**src/rtl/dmem_pkg.sv**
```systemverilog
// rtl/dmem_pkg.sv - shared constants for the data-memory arbiter
package dmem_pkg;
    localparam int XLEN      = 64;
    localparam int MEM_WORDS = 256;

    localparam logic [0:0] IDLE   = 1'b0;
    localparam logic [0:0] ACCESS = 1'b1;

    localparam logic PORT0 = 1'b0;
    localparam logic PORT1 = 1'b1;
endpackage

```
**src/rtl/rr_arbiter2.sv**
```systemverilog
// rtl/rr_arbiter2.sv - two-way round-robin pick with its priority pointer
module rr_arbiter2 (
    input  logic       clk,
    input  logic       rst,
    input  logic [1:0] req_i,
    input  logic       update_i,
    input  logic       owner_i,
    output logic       winner_o
);
    import dmem_pkg::*;

    logic rr_ptr_q, rr_ptr_d;

    // After each completed access the other port gets priority.
    always_comb begin
        rr_ptr_d = rr_ptr_q;
        if (update_i) begin
            rr_ptr_d = ~owner_i;
        end
    end

    always_ff @(posedge clk) begin
        if (rst) begin
            rr_ptr_q <= PORT0;
        end else begin
            rr_ptr_q <= rr_ptr_d;
        end
    end

    always_comb begin
        winner_o = rr_ptr_q;
        case (req_i)
            2'b01:   winner_o = PORT0;
            2'b10:   winner_o = PORT1;
            default: winner_o = rr_ptr_q;
        endcase
    end
endmodule

```
**src/rtl/dmem_arbiter.sv**
```systemverilog
// rtl/dmem_arbiter.sv - two-port request/grant sequencer for the 64-bit data memory
module dmem_arbiter #(
    parameter int XLEN      = dmem_pkg::XLEN,
    parameter int MEM_WORDS = dmem_pkg::MEM_WORDS
) (
    input  logic            clk,
    input  logic            rst,
    input  logic            p0_req,
    input  logic            p0_we,
    input  logic [XLEN-1:0] p0_addr,
    input  logic [XLEN-1:0] p0_wdata,
    output logic            p0_gnt,
    output logic            p0_done,
    output logic            p0_err,
    output logic [XLEN-1:0] p0_rdata,
    input  logic            p1_req,
    input  logic            p1_we,
    input  logic [XLEN-1:0] p1_addr,
    input  logic [XLEN-1:0] p1_wdata,
    output logic            p1_gnt,
    output logic            p1_done,
    output logic            p1_err,
    output logic [XLEN-1:0] p1_rdata,
    output logic            mem_read,
    output logic            mem_write,
    output logic [XLEN-1:0] mem_addr,
    output logic [XLEN-1:0] mem_wdata,
    input  logic [XLEN-1:0] mem_rdata
);
    import dmem_pkg::*;

    localparam logic [XLEN-1:0] ADDR_LIMIT = XLEN'(MEM_WORDS * 8);

    logic [0:0]      state_q, state_d;
    logic [1:0]      gnt_q, gnt_d;
    logic [1:0]      done_q, done_d;
    logic [1:0]      err_q, err_d;
    logic [XLEN-1:0] rdata_q, rdata_d;
    logic [XLEN-1:0] addr_q, addr_d;
    logic [XLEN-1:0] wdata_q, wdata_d;
    logic            we_q, we_d;
    logic            owner_q, owner_d;
    logic            cmd_err_q, cmd_err_d;

    logic [1:0]      req;
    logic            winner;
    logic [XLEN-1:0] win_addr;

    assign req      = {p1_req, p0_req};
    assign win_addr = winner ? p1_addr : p0_addr;

    rr_arbiter2 u_rr (
        .clk      (clk),
        .rst      (rst),
        .req_i    (req),
        .update_i (state_q == ACCESS),
        .owner_i  (owner_q),
        .winner_o (winner)
    );

    always_comb begin
        state_d   = state_q;
        gnt_d     = 2'b00;
        done_d    = 2'b00;
        err_d     = 2'b00;
        rdata_d   = rdata_q;
        addr_d    = addr_q;
        wdata_d   = wdata_q;
        we_d      = we_q;
        owner_d   = owner_q;
        cmd_err_d = cmd_err_q;
        case (state_q)
            IDLE: begin
                if (|req) begin
                    state_d        = ACCESS;
                    owner_d        = winner;
                    we_d           = winner ? p1_we : p0_we;
                    addr_d         = win_addr;
                    wdata_d        = winner ? p1_wdata : p0_wdata;
                    cmd_err_d      = (win_addr >= ADDR_LIMIT) || (win_addr[2:0] != 3'b000);
                    gnt_d[winner]  = 1'b1;
                end
            end
            default: begin
                // Stores and blocked accesses leave zero in the shared read register.
                state_d         = IDLE;
                done_d[owner_q] = 1'b1;
                err_d[owner_q]  = cmd_err_q;
                rdata_d         = mem_read ? mem_rdata : '0;
            end
        endcase
    end

    always_ff @(posedge clk) begin
        if (rst) begin
            state_q   <= IDLE;
            gnt_q     <= 2'b00;
            done_q    <= 2'b00;
            err_q     <= 2'b00;
            rdata_q   <= '0;
            addr_q    <= '0;
            wdata_q   <= '0;
            we_q      <= 1'b0;
            owner_q   <= PORT0;
            cmd_err_q <= 1'b0;
        end else begin
            state_q   <= state_d;
            gnt_q     <= gnt_d;
            done_q    <= done_d;
            err_q     <= err_d;
            rdata_q   <= rdata_d;
            addr_q    <= addr_d;
            wdata_q   <= wdata_d;
            we_q      <= we_d;
            owner_q   <= owner_d;
            cmd_err_q <= cmd_err_d;
        end
    end

    // Memory strobes are decoded from live state so a store caught by reset still commits.
    assign mem_read  = (state_q == ACCESS) && !cmd_err_q && !we_q;
    assign mem_write = (state_q == ACCESS) && !cmd_err_q && we_q;
    assign mem_addr  = addr_q;
    assign mem_wdata = wdata_q;

    assign p0_gnt   = gnt_q[0];
    assign p1_gnt   = gnt_q[1];
    assign p0_done  = done_q[0];
    assign p1_done  = done_q[1];
    assign p0_err   = err_q[0];
    assign p1_err   = err_q[1];
    assign p0_rdata = rdata_q;
    assign p1_rdata = rdata_q;
endmodule

```
**config.mk**
```make
export PLATFORM = sky130hd
export DESIGN_NAME = dmem_arbiter
export DESIGN_NICKNAME = d
export VERILOG_FILES = /design/src/rtl/dmem_pkg.sv /design/src/rtl/rr_arbiter2.sv /design/src/rtl/dmem_arbiter.sv
export SDC_FILE = /design/constraint.sdc
export NUM_CORES = 1
export LEC_CHECK = 0
export ABC_AREA = 1
export CAP_MARGIN = 20
export CORE_AREA = 4 4 227 229
export DETAILED_ROUTE_END_ITERATION = 8
export DIE_AREA = 0 0 231 233
export PLACE_DENSITY = 0.45
export SKIP_CTS_REPAIR_TIMING = 1
export SYNTH_ARGS = -nofsm -noshare
export SYNTH_HDL_FRONTEND = slang
export SYNTH_HIERARCHICAL = 1
export SYNTH_SLANG_ARGS = --single-unit
```
**constraint.sdc**
```tcl
create_clock -name clk -period 1.9 [get_ports clk]
set_input_delay 0.38 -clock clk [delete_from_list [all_inputs] [get_ports clk]]
set_output_delay 0.38 -clock clk [all_outputs]
set_load 0.02 [all_outputs]
```
==> flow_summary.yaml, run 1 <==
status:
  status: "complete, but fails checks"
  violations: "negative setup slack"
drt:
  drc: 0
  viasPerCell: 4.104
  drt-total-wl_mm: 44.75
  ant_nets: 0
  drt-pass1-iter-count: 5
  post_drt_wl_per_cell_um: 17.73
  vias: 10360
  drtIter0Drc: 413
yosys:
  synth_simple_gate_area_share_pct: 23.42
  synth.avg_cell_area_um2: 7.055
  synth-seq-cells: 203
  synth_area_um2: 8931
  synth_cell_types: 20
  yosysSeqAreaShare_pct: 45.50
  synth_compound_area_share_pct: 17.11
  synthMuxAreaShare_pct: 0.2242
  synthAdderAreaFrac_pct: 0.1401
  syn_inst: 1266
  yosysWarnings: 6
  synth-xor-area-share_pct: 0
  synth_top_family_by_area: "simple AND/OR/NAND/NOR gates"
  syn-num-nets: 1593
global_route:
  grt_usage_pct: 14.92
  grt_pass1_wl_mm: 62.67
  grt_overflow_total: 0
  grt_pass1_vias: 10110
  grt_max_degree: 66
  grt_antenna_before_repair: 2
flow_run:
  cap_violations: 0
sta:
  rsz0062_at_grt: "true"
  layout_min_cycle_time_ns: 1.971
  tightestPinTransition_ns: 0.4998
  finClkSkew_ns: 0.01595
  fmax_mhz: 507.3
  hold_viol_final: 0
  maxSlewViolCount: 0
  relSlewSlack_pct: 66.68
  setup_slack_ns: -0.07106
  holdWs_ns: 0.2487
  min_period_over_period_pct: 103.7
  setup_tns_ns: -0.07106
  setup_viol_count_final: 1
clock_tree:
  cts.clk_slew.worst_paths_ns: 0.06
  clock_latency_ns: 0.54
  cts_tree: "done"
  cts-root-buf: "clkbuf_16"
  cts_buffer_depth: 3
  clkSinkCount: 203
  htree_num_levels: 1
  numCtsBuffers: 27
die:
  initial_utilization_pct: 17.99
  placementRows: 82
  core_um2: 49660
  die_w_um: 231
  ios: 590
  die_y_um: 233
  die-area_um2: 53820
finish:
  final_common_cell: "nand2_1"
  drive_above_1_share_pct: 9.184
  final_nets: 2158
  mostFrequentLayoutCells: "nand2_1 (429), clkdlybuf4s50_1 (326), dlymetal6s2s_1 (259)"
  area_growth_pct: 95.54
  final_area_um2: 17460
pwr:
  p_sw_w: 0.004083
  p_clk_share_pct: 38.1
  leakagePower_nw: 10.86
  vdd_ir_drop_max_uv: 512.0
  p_seq_share_pct: 35.1
  p_int_w: 0.009668
  swShare_pct: 29.69
  p_total_w: 0.01375
  power_frac_comb_pct: 26.8
  power.density_nw_per_um2: 787.4
place:
  place_area_um2: 15650
  portBuffers: 589
  dp_hpwl_mm: 33.85
  place_ws_ns: -1.143
  place_congestion: 0.8422
min_path:
  worstHoldPathType: "in2reg"
  worstHoldPathCells: 2
setup_path:
  rr_worst_depth: 13
  cp_data_arrival_time_ns: 2.39
  critPathCaptureType: "flip-flop"
  crit_type: "in2reg"
  cp-start-kind: "primary input"
  reg2reg_setup_slack_ns: -0.02
  critPathMaxFanout: 27
  cp_data_required_time_ns: 2.32
-- cell type report --
type                            count  area (um^2)
Antenna cell                        1        2.502
Inverter                           85        332.8
Clock buffer                       37        803.3
Multi-Input combinational cell    824         3707
Clock inverter                     12        115.1
Timing Repair Buffer              690         7595
Fill cell                        5261        32190
Tap cell                          672        840.8
Sequential cell                   203         4068
-- routing by layer --
| metal | track usage (%) | up-vias | wire (um) |
|---|---|---|---|
| li1 | - | 5171 | - |
| met1 | 17.79 | 4755 | 18000 |
| met2 | 26.69 | 375 | 22440 |
| met3 | 4.126 | 56 | 3408 |
| met4 | 3.402 | 2 | 891 |
| met5 | 0 | - | 13 |
-- worst max-delay path, stage by stage --
cell       delay (ns)
clkbuf_2         0.12
inv_1            0.05
ha_1             0.33
nand2_1          0.12
o21ai_4          0.07
buf_12           0.15
clkbuf_16        0.20
o21ai_1          0.22
nand2_1          0.07
nor2_1           0.12
nand2_1          0.06
nor2_1           0.15
buf_4            0.13
nand2_1          0.04
nor2_1           0.11
nor2_1           0.04
-- power by group through the flow --
stage	Clock, W	Combinational (W)	Sequential (W)
2_1_floorplan	0	0.00112	0.00532
3_3_place_gp	0	0.00369	0.00492
3_5_place_dp	0	0.00367	0.00493
4_1_cts	0.00544	0.00369	0.00484
5_1_grt	0.00563	0.00398	0.00487
6_report	0.00524	0.00369	0.00482
-- cell families after synthesis --
logic type / Yosys count
and+or+nand+nor: 533
AOI/OAI and AO/OA: 288
buffers and inverters: 239
DFF: 203
muxes: 2
adders and majority gates: 1
-- sequential cells by signal, indices dropped and copies added (netlist names) --
register       count
gnt_q              2
cmd_err_q          1
mem_addr          64
we_q               1
err_q              2
done_q             2
state_q            1
p0_rdata          64
mem_wdata         64
u_rr/rr_ptr_q      1
owner_q            1
-- metrics by stage --
step / util, % / cells
after global routing: 35.17 / 2524
after floorplan: - / 1266
after CTS: 33.36 / 2513
after detailed placement: 31.51 / 2464
after global placement: 31.51 / 2464
final: 35.17 / 2524
-- worst paths after layout --
path,from,end
setup / recovery,p0_req,cmd_err_q$_SDFFE_PP0P_
hold / removal,rst,mem_addr[14]$_SDFFE_PP0P_
setup reg to reg,u_rr/rr_ptr_q$_SDFFE_PP0P_,cmd_err_q$_SDFFE_PP0P_
hold reg to reg,owner_q$_SDFFE_PP0P_,done_q[0]$_SDFF_PP0_
-- Yosys cell counts (all sizes together) --
library cell  instances  area, um^2
ha                    1       12.51
buf                 102       700.7
dfxtp               203        4064
nor3                  5       25.02
a31oi                64       400.4
inv                  85       319.1
clkbuf               52       195.2
a21oi                64       320.3
o22ai                 2       12.51
mux2i                 2       20.02
nor2                 33       126.4
nand3                66       330.3
nand2               429        1610
o21ai               158       794.5
No activity file was read; power rests on OpenSTA's default activity.
==> run 2: changes to the inputs <==
Settings changed: ABC_AREA 1 to default, CORE_AREA 4 4 227 229 to 4 4 228 230, DIE_AREA 0 0 231 233 to 0 0 232 234.
==> run 2 against run 1 <==
Net effect:
- the flow still finishes with violations (negative setup slack)
- routed wire length increased by 0.68%
- final cell count decreased by 9.9%
- worst hold slack got worse by 0.024 ns
- total power decreased by 2.6%
- combinational power decreased by 2%
- sequential power about the same
- clock skew about the same
- critical path type unchanged
==> flow_summary.yaml, run 2 <==
setup_path:
  cp_data_arrival_time_ns: 2.38
  crit_path_cell_trace: "clkdlybuf4s50_1 -> nor4_1 -> buf_4 -> nand4_1 -> or4_1 -> o31ai_2 -> a311oi_1"
  path_buf_inv: 2
  critPathMaxFanout: 2
  path_delay_family: "simple AND/OR/NAND/NOR gates"
  cp-start-kind: "primary input"
  critPathCaptureType: "flip-flop"
  critical_path.max_stage_delay_ns: 0.44
  cp_data_required_time_ns: 2.32
  crit_type: "in2reg"
  cp_slowest_cell: "clkdlybuf4s50_1"
  rr_worst_depth: 6
  cp.depth: 7
yosys:
  ys_dominant_reg_cell: "dfxtp_1"
  synth_area_um2: 9034
  synth_cell_types: 30
  yosysMostFrequentCell: "dfxtp_1"
  syn_inst: 996
  yosysSeqAreaShare_pct: 44.99
  syn-num-nets: 1323
  synth-seq-cells: 203
  synth.top_cells.by_area: "dfxtp_1 (45%), mux2i_1 (14%), a211oi_1 (11%)"
  synth.avg_cell_area_um2: 9.070
  synth_top_area_share_pct: 44.99
  synth_edf_count: 0
  ys_top_cells_by_count: "dfxtp_1 (203), nor2_1 (199), a211oi_1 (130)"
  async_flop_share_pct: 0
  yosysWarnings: 6
  synth_largest_area_cell: "dfxtp_1"
drt:
  post_drt_wl_per_cell_um: 19.82
  drtIter0Drc: 259
  vias: 9444
  drt-pass1-iter-count: 4
  drt-total-wl_mm: 45.06
  drc: 0
  ant_nets: 0
  viasPerCell: 4.155
min_path:
  worstHoldPathCells: 2
  worstHoldPathType: "in2reg"
sta:
  setup_tns_ns: -0.05935
  setup_slack_ns: -0.05935
  setup_viol_count_final: 1
  hold_viol_final: 0
  layout_min_cycle_time_ns: 1.959
  tightestPinTransition_ns: 0.4925
  maxSlewViolCount: 0
  rsz0062_at_grt: "true"
  relSlewSlack_pct: 67.16
  finClkSkew_ns: 0.01638
  min_period_over_period_pct: 103.1
  fmax_mhz: 510.4
status:
  status: "complete, but fails checks"
  violations: "negative setup slack"
die:
  die_w_um: 232
  core_um2: 49860
  die-area_um2: 54290
  die_y_um: 234
  placementRows: 82
  ios: 590
  initial_utilization_pct: 18.12
flow_run:
  cap_violations: 0
pwr:
  leakagePower_nw: 10.38
  power.density_nw_per_um2: 765.1
  power_frac_comb_pct: 27.0
  p_seq_share_pct: 36.1
  swShare_pct: 29.08
  p_int_w: 0.009496
  p_clk_share_pct: 36.9
  p_sw_w: 0.003893
  vdd_ir_drop_max_uv: 571.5
clock_tree:
  clkSinkCount: 203
  numCtsBuffers: 26
  cts.clk_slew.worst_paths_ns: 0.06
  cts-root-buf: "clkbuf_16"
  clock_latency_ns: 0.54
  cts_tree: "done"
  htree_num_levels: 1
  cts_buffer_depth: 3
finish:
  final_nets: 1905
  drive_above_1_share_pct: 9.956
  mostFrequentLayoutCells: "clkdlybuf4s50_1 (330), dlymetal6s2s_1 (254), dfxtp_1 (201)"
  fin_util_pct: 35.10
  final_common_cell: "clkdlybuf4s50_1"
  area_growth_pct: 93.73
place:
  dp_hpwl_mm: 35.56
  portBuffers: 589
  place_congestion: 0.7851
global_route:
  grt_antenna_before_repair: 9
  grt_max_degree: 57
  grt_pass1_wl_mm: 63.48
  grt_overflow_total: 0
  grt_pass1_vias: 9668
  grt_usage_pct: 15.37
==> run 2: cell count changes in the layout (fill, tap and decap cells not counted), moves of 79 or more <==
| cell | previous run | this run |
|---|---|---|
| nor2_1 | 29 | 198 |
| o21ai_0 | 136 | 1 |
| a211oi_1 | 0 | 130 |
| mux2i_1 | 2 | 129 |
| nand2_1 | 429 | 4 |
| inv_1 | 80 | 1 |
==> run 2: final timing paths <==
check,end,slack [ns],from
setup / recovery,cmd_err_q$_SDFFE_PP0P_,-0.06,p1_addr[32]
setup reg to reg,cmd_err_q$_SDFFE_PP0P_,0.01,u_rr/rr_ptr_q$_SDFFE_PP0P_
hold reg to reg,mem_addr[17]$_SDFFE_PP0P_,0.49,mem_addr[17]$_SDFFE_PP0P_
hold / removal,p0_rdata[9]$_SDFFE_PP0P_,0.22,rst
==> run 2: kinds of logic (layout without fill, tap and decap cells) <==
| kind of cell | Yosys count | after routing | share of synthesized area, % |
|---|---|---|---|
| AO/OA/AOI/OAI | 198 | 198 | 14.70 |
| adder cells (fa/ha/maj) | 1 | 1 | 0.1385 |
| buffers and inverters | 144 | 745 | 8.961 |
| flip-flops | 203 | 203 | 44.99 |
| multiplexers | 130 | 130 | 14.46 |
| other | 0 | 4 | 0 |
| AND/OR/NAND/NOR | 320 | 320 | 16.76 |
==> run 2: power by group through the flow <==
stage	combinational [W]	sequential, W	clock, W
after floorplan	0.00123	0.00531	0
after global placement	0.00371	0.00493	0
after global routing	0.00389	0.00487	0.00530
after detailed placement	0.00372	0.00494	0
after CTS	0.00373	0.00485	0.00514
final	0.00362	0.00483	0.00494
==> run 2: cell type report <==
| type | instances | area (um^2) |
|---|---|---|
| Clock buffer | 43 | 805.8 |
| Tap cell | 672 | 840.8 |
| Inverter | 1 | 3.754 |
| Timing Repair Buffer | 697 | 7521 |
| Clock inverter | 4 | 47.55 |
| Antenna cell | 4 | 10.01 |
| Fill cell | 5167 | 32360 |
| Multi-Input combinational cell | 649 | 4205 |
| Sequential cell | 203 | 4066 |
==> run 2: stage by stage <==
| step | setup WS (ns) | hold WS, ns | instance area (um^2) | instances | total power [W] |
|---|---|---|---|---|---|
| after floorplan | -0.06914 | 0.4451 | 9081 | 996 | 0.006541 |
| after global placement | -1.081 | 0.4843 | 15940 | 2215 | 0.008641 |
| after detailed placement | -1.092 | 0.4910 | 15940 | 2215 | 0.008655 |
| after CTS | -0.5094 | 0.2110 | 16790 | 2262 | 0.01372 |
| after global routing | -0.1591 | 0.2246 | 17500 | 2273 | 0.01407 |
| final | -0.05935 | 0.2243 | 17500 | 2273 | 0.01339 |
==> run 2: metal layers <==
layer / global-route usage (%) / part of all wire (%) / vias to the layer above
met5: 0 / 0.055 / -
met4: 5.081 / 3.0 / 4
met3: 5.697 / 10 / 67
met2: 27.01 / 49 / 434
met1: 17.29 / 38 / 4292
li1: - / - / 4647
==> run 3: changes to the inputs <==
Settings changed: CORE_AREA 4 4 228 230 to 4 4 225 227, CTS_BUF_LIST from default to sky130_fd_sc_hd__clkbuf_4, DIE_AREA 0 0 232 234 to 0 0 229 231, PLACE_DENSITY 0.45 to 0.46, TNS_END_PERCENT from default to 20.
==> run 3 against run 2 <==
Net effect:
- the run now ends clean
- clock skew increased by 0.045 ns
- non-clock buffer count decreased by 3
- largest cell class unchanged
- sequential power about the same
- flip-flop and latch count unchanged
- final area decreased by 3.1%
- total power decreased by 8.3%
- largest power group is now sequential cells
- fmax increased by 3.6%
- core utilization decreased by 0.23 points
- combinational power decreased by 3%
==> flow_summary.yaml, run 3 (synthesis gave the netlist of run 2 again) <==
drt:
  drc: 0
  post_drt_wl_per_cell_um: 19.13
  drtIter0Drc: 254
  drt-total-wl_mm: 43.35
  vias: 9504
  ant_nets: 0
  drt-pass1-iter-count: 4
  viasPerCell: 4.194
finish:
  mostFrequentLayoutCells: "clkdlybuf4s50_1 (323), dlymetal6s2s_1 (227), dfxtp_1 (200)"
  drive_above_1_share_pct: 14.57
  final_area_um2: 16960
  final_nets: 1937
  area_growth_pct: 87.74
  final_common_cell: "clkdlybuf4s50_1"
clock_tree:
  htree_num_levels: 2
  clock_latency_ns: 0.78
  cts_tree: "done"
  cts.clk_slew.worst_paths_ns: 0.06
  numCtsBuffers: 61
  cts-root-buf: "clkbuf_4"
  cts_buffer_depth: 3
  clkSinkCount: 203
die:
  initial_utilization_pct: 18.57
  die-area_um2: 52900
  core_um2: 48650
  die_w_um: 229
  placementRows: 81
  ios: 590
  die_y_um: 231
flow_run:
  cap_violations: 0
place:
  portBuffers: 589
  place_area_um2: 15840
  place_congestion: 0.8271
  dp_hpwl_mm: 34.20
pwr:
  p_total_w: 0.01227
  leakagePower_nw: 9.944
  power.density_nw_per_um2: 723.7
  power_frac_comb_pct: 28.7
  p_seq_share_pct: 39.3
  p_int_w: 0.008438
  p_clk_share_pct: 32.0
  p_sw_w: 0.003836
  swShare_pct: 31.25
  vdd_ir_drop_max_uv: 286.3
sta:
  tightestPinTransition_ns: 0.7195
  finClkSkew_ns: 0.06135
  relSlewSlack_pct: 52.03
  fmax_mhz: 528.8
  min_period_over_period_pct: 99.53
  setup_tns_ns: 0
  setup_viol_count_final: 0
  holdWs_ns: 0.2354
  rsz0062_at_grt: "true"
  layout_min_cycle_time_ns: 1.891
  maxSlewViolCount: 0
  hold_viol_final: 0
setup_path:
  rr_startpoint: "u_rr/rr_ptr_q$_SDFFE_PP0P_"
  cp-startpoint: "cmd_err_q$_SDFFE_PP0P_"
  reg2reg_setup_slack_ns: 0.13
  cp-start-kind: "flip-flop"
  critPathCaptureType: "primary output"
  cp_data_arrival_time_ns: 1.51
  crit_type: "reg2out"
  critPathMaxFanout: 3
  cp_data_required_time_ns: 1.52
global_route:
  grt_pass1_wl_mm: 63.20
  grt_overflow_total: 0
  grt_usage_pct: 15.54
  grt_antenna_before_repair: 5
  grt_max_degree: 65
  grt_pass1_vias: 9840
status:
  status: "complete, no violations"
min_path:
  hp-start: "p0_wdata[56]"
  worstHoldPathType: "in2reg"
==> run 3: power groups by stage <==
stage | sequential (W) | combinational (W) | clock [W]
finish | 0.00482 | 0.00352 | 0.00393
global route | 0.00487 | 0.00379 | 0.00439
CTS | 0.00484 | 0.00369 | 0.00418
detailed placement | 0.00493 | 0.00367 | 0
global placement | 0.00492 | 0.00368 | 0
floorplan | 0.00531 | 0.00122 | 0
==> run 3: through the flow <==
step           utilization [%]  worst slack, ns  instances
2_1_floorplan                -         -0.06914        996
3_3_place_gp             32.57           -1.072       2167
3_5_place_dp             32.57           -1.099       2167
4_1_cts                  33.95          -0.6857       2260
5_1_grt                  34.86          -0.1189       2266
6_report                 34.86         0.008961       2266
==> run 3: layer usage <==
metal / track usage (%) / wire length, um
met1: 17.61 / 17380
met2: 26.81 / 21170
met3: 6.503 / 3814
met4: 4.488 / 976
met5: 0 / 13
==> run 3: worst paths after layout <==
check,endpoint,cells past startpoint
setup reg to reg,cmd_err_q$_SDFFE_PP0P_,6
hold / removal,mem_wdata[56]$_SDFFE_PP0P_,3
setup / recovery,mem_read,2
hold reg to reg,mem_wdata[25]$_SDFFE_PP0P_,2
==> run 3: layout make-up <==
class | count | area [um^2]
Sequential cell | 203 | 4073
Clock inverter | 7 | 26.28
Multi-Input combinational cell | 649 | 4197
Clock buffer | 86 | 645.6
Fill cell | 5047 | 31690
Antenna cell | 4 | 10.01
Timing Repair Buffer | 694 | 7227
Inverter | 1 | 3.754
Tap cell | 622 | 778.2
==> run 3: critical path, cell delays in order, from the launching register on <==
cell and delay [ns]:
dfxtp_4 0.36, nor3b_4 0.21, buf_6 0.15
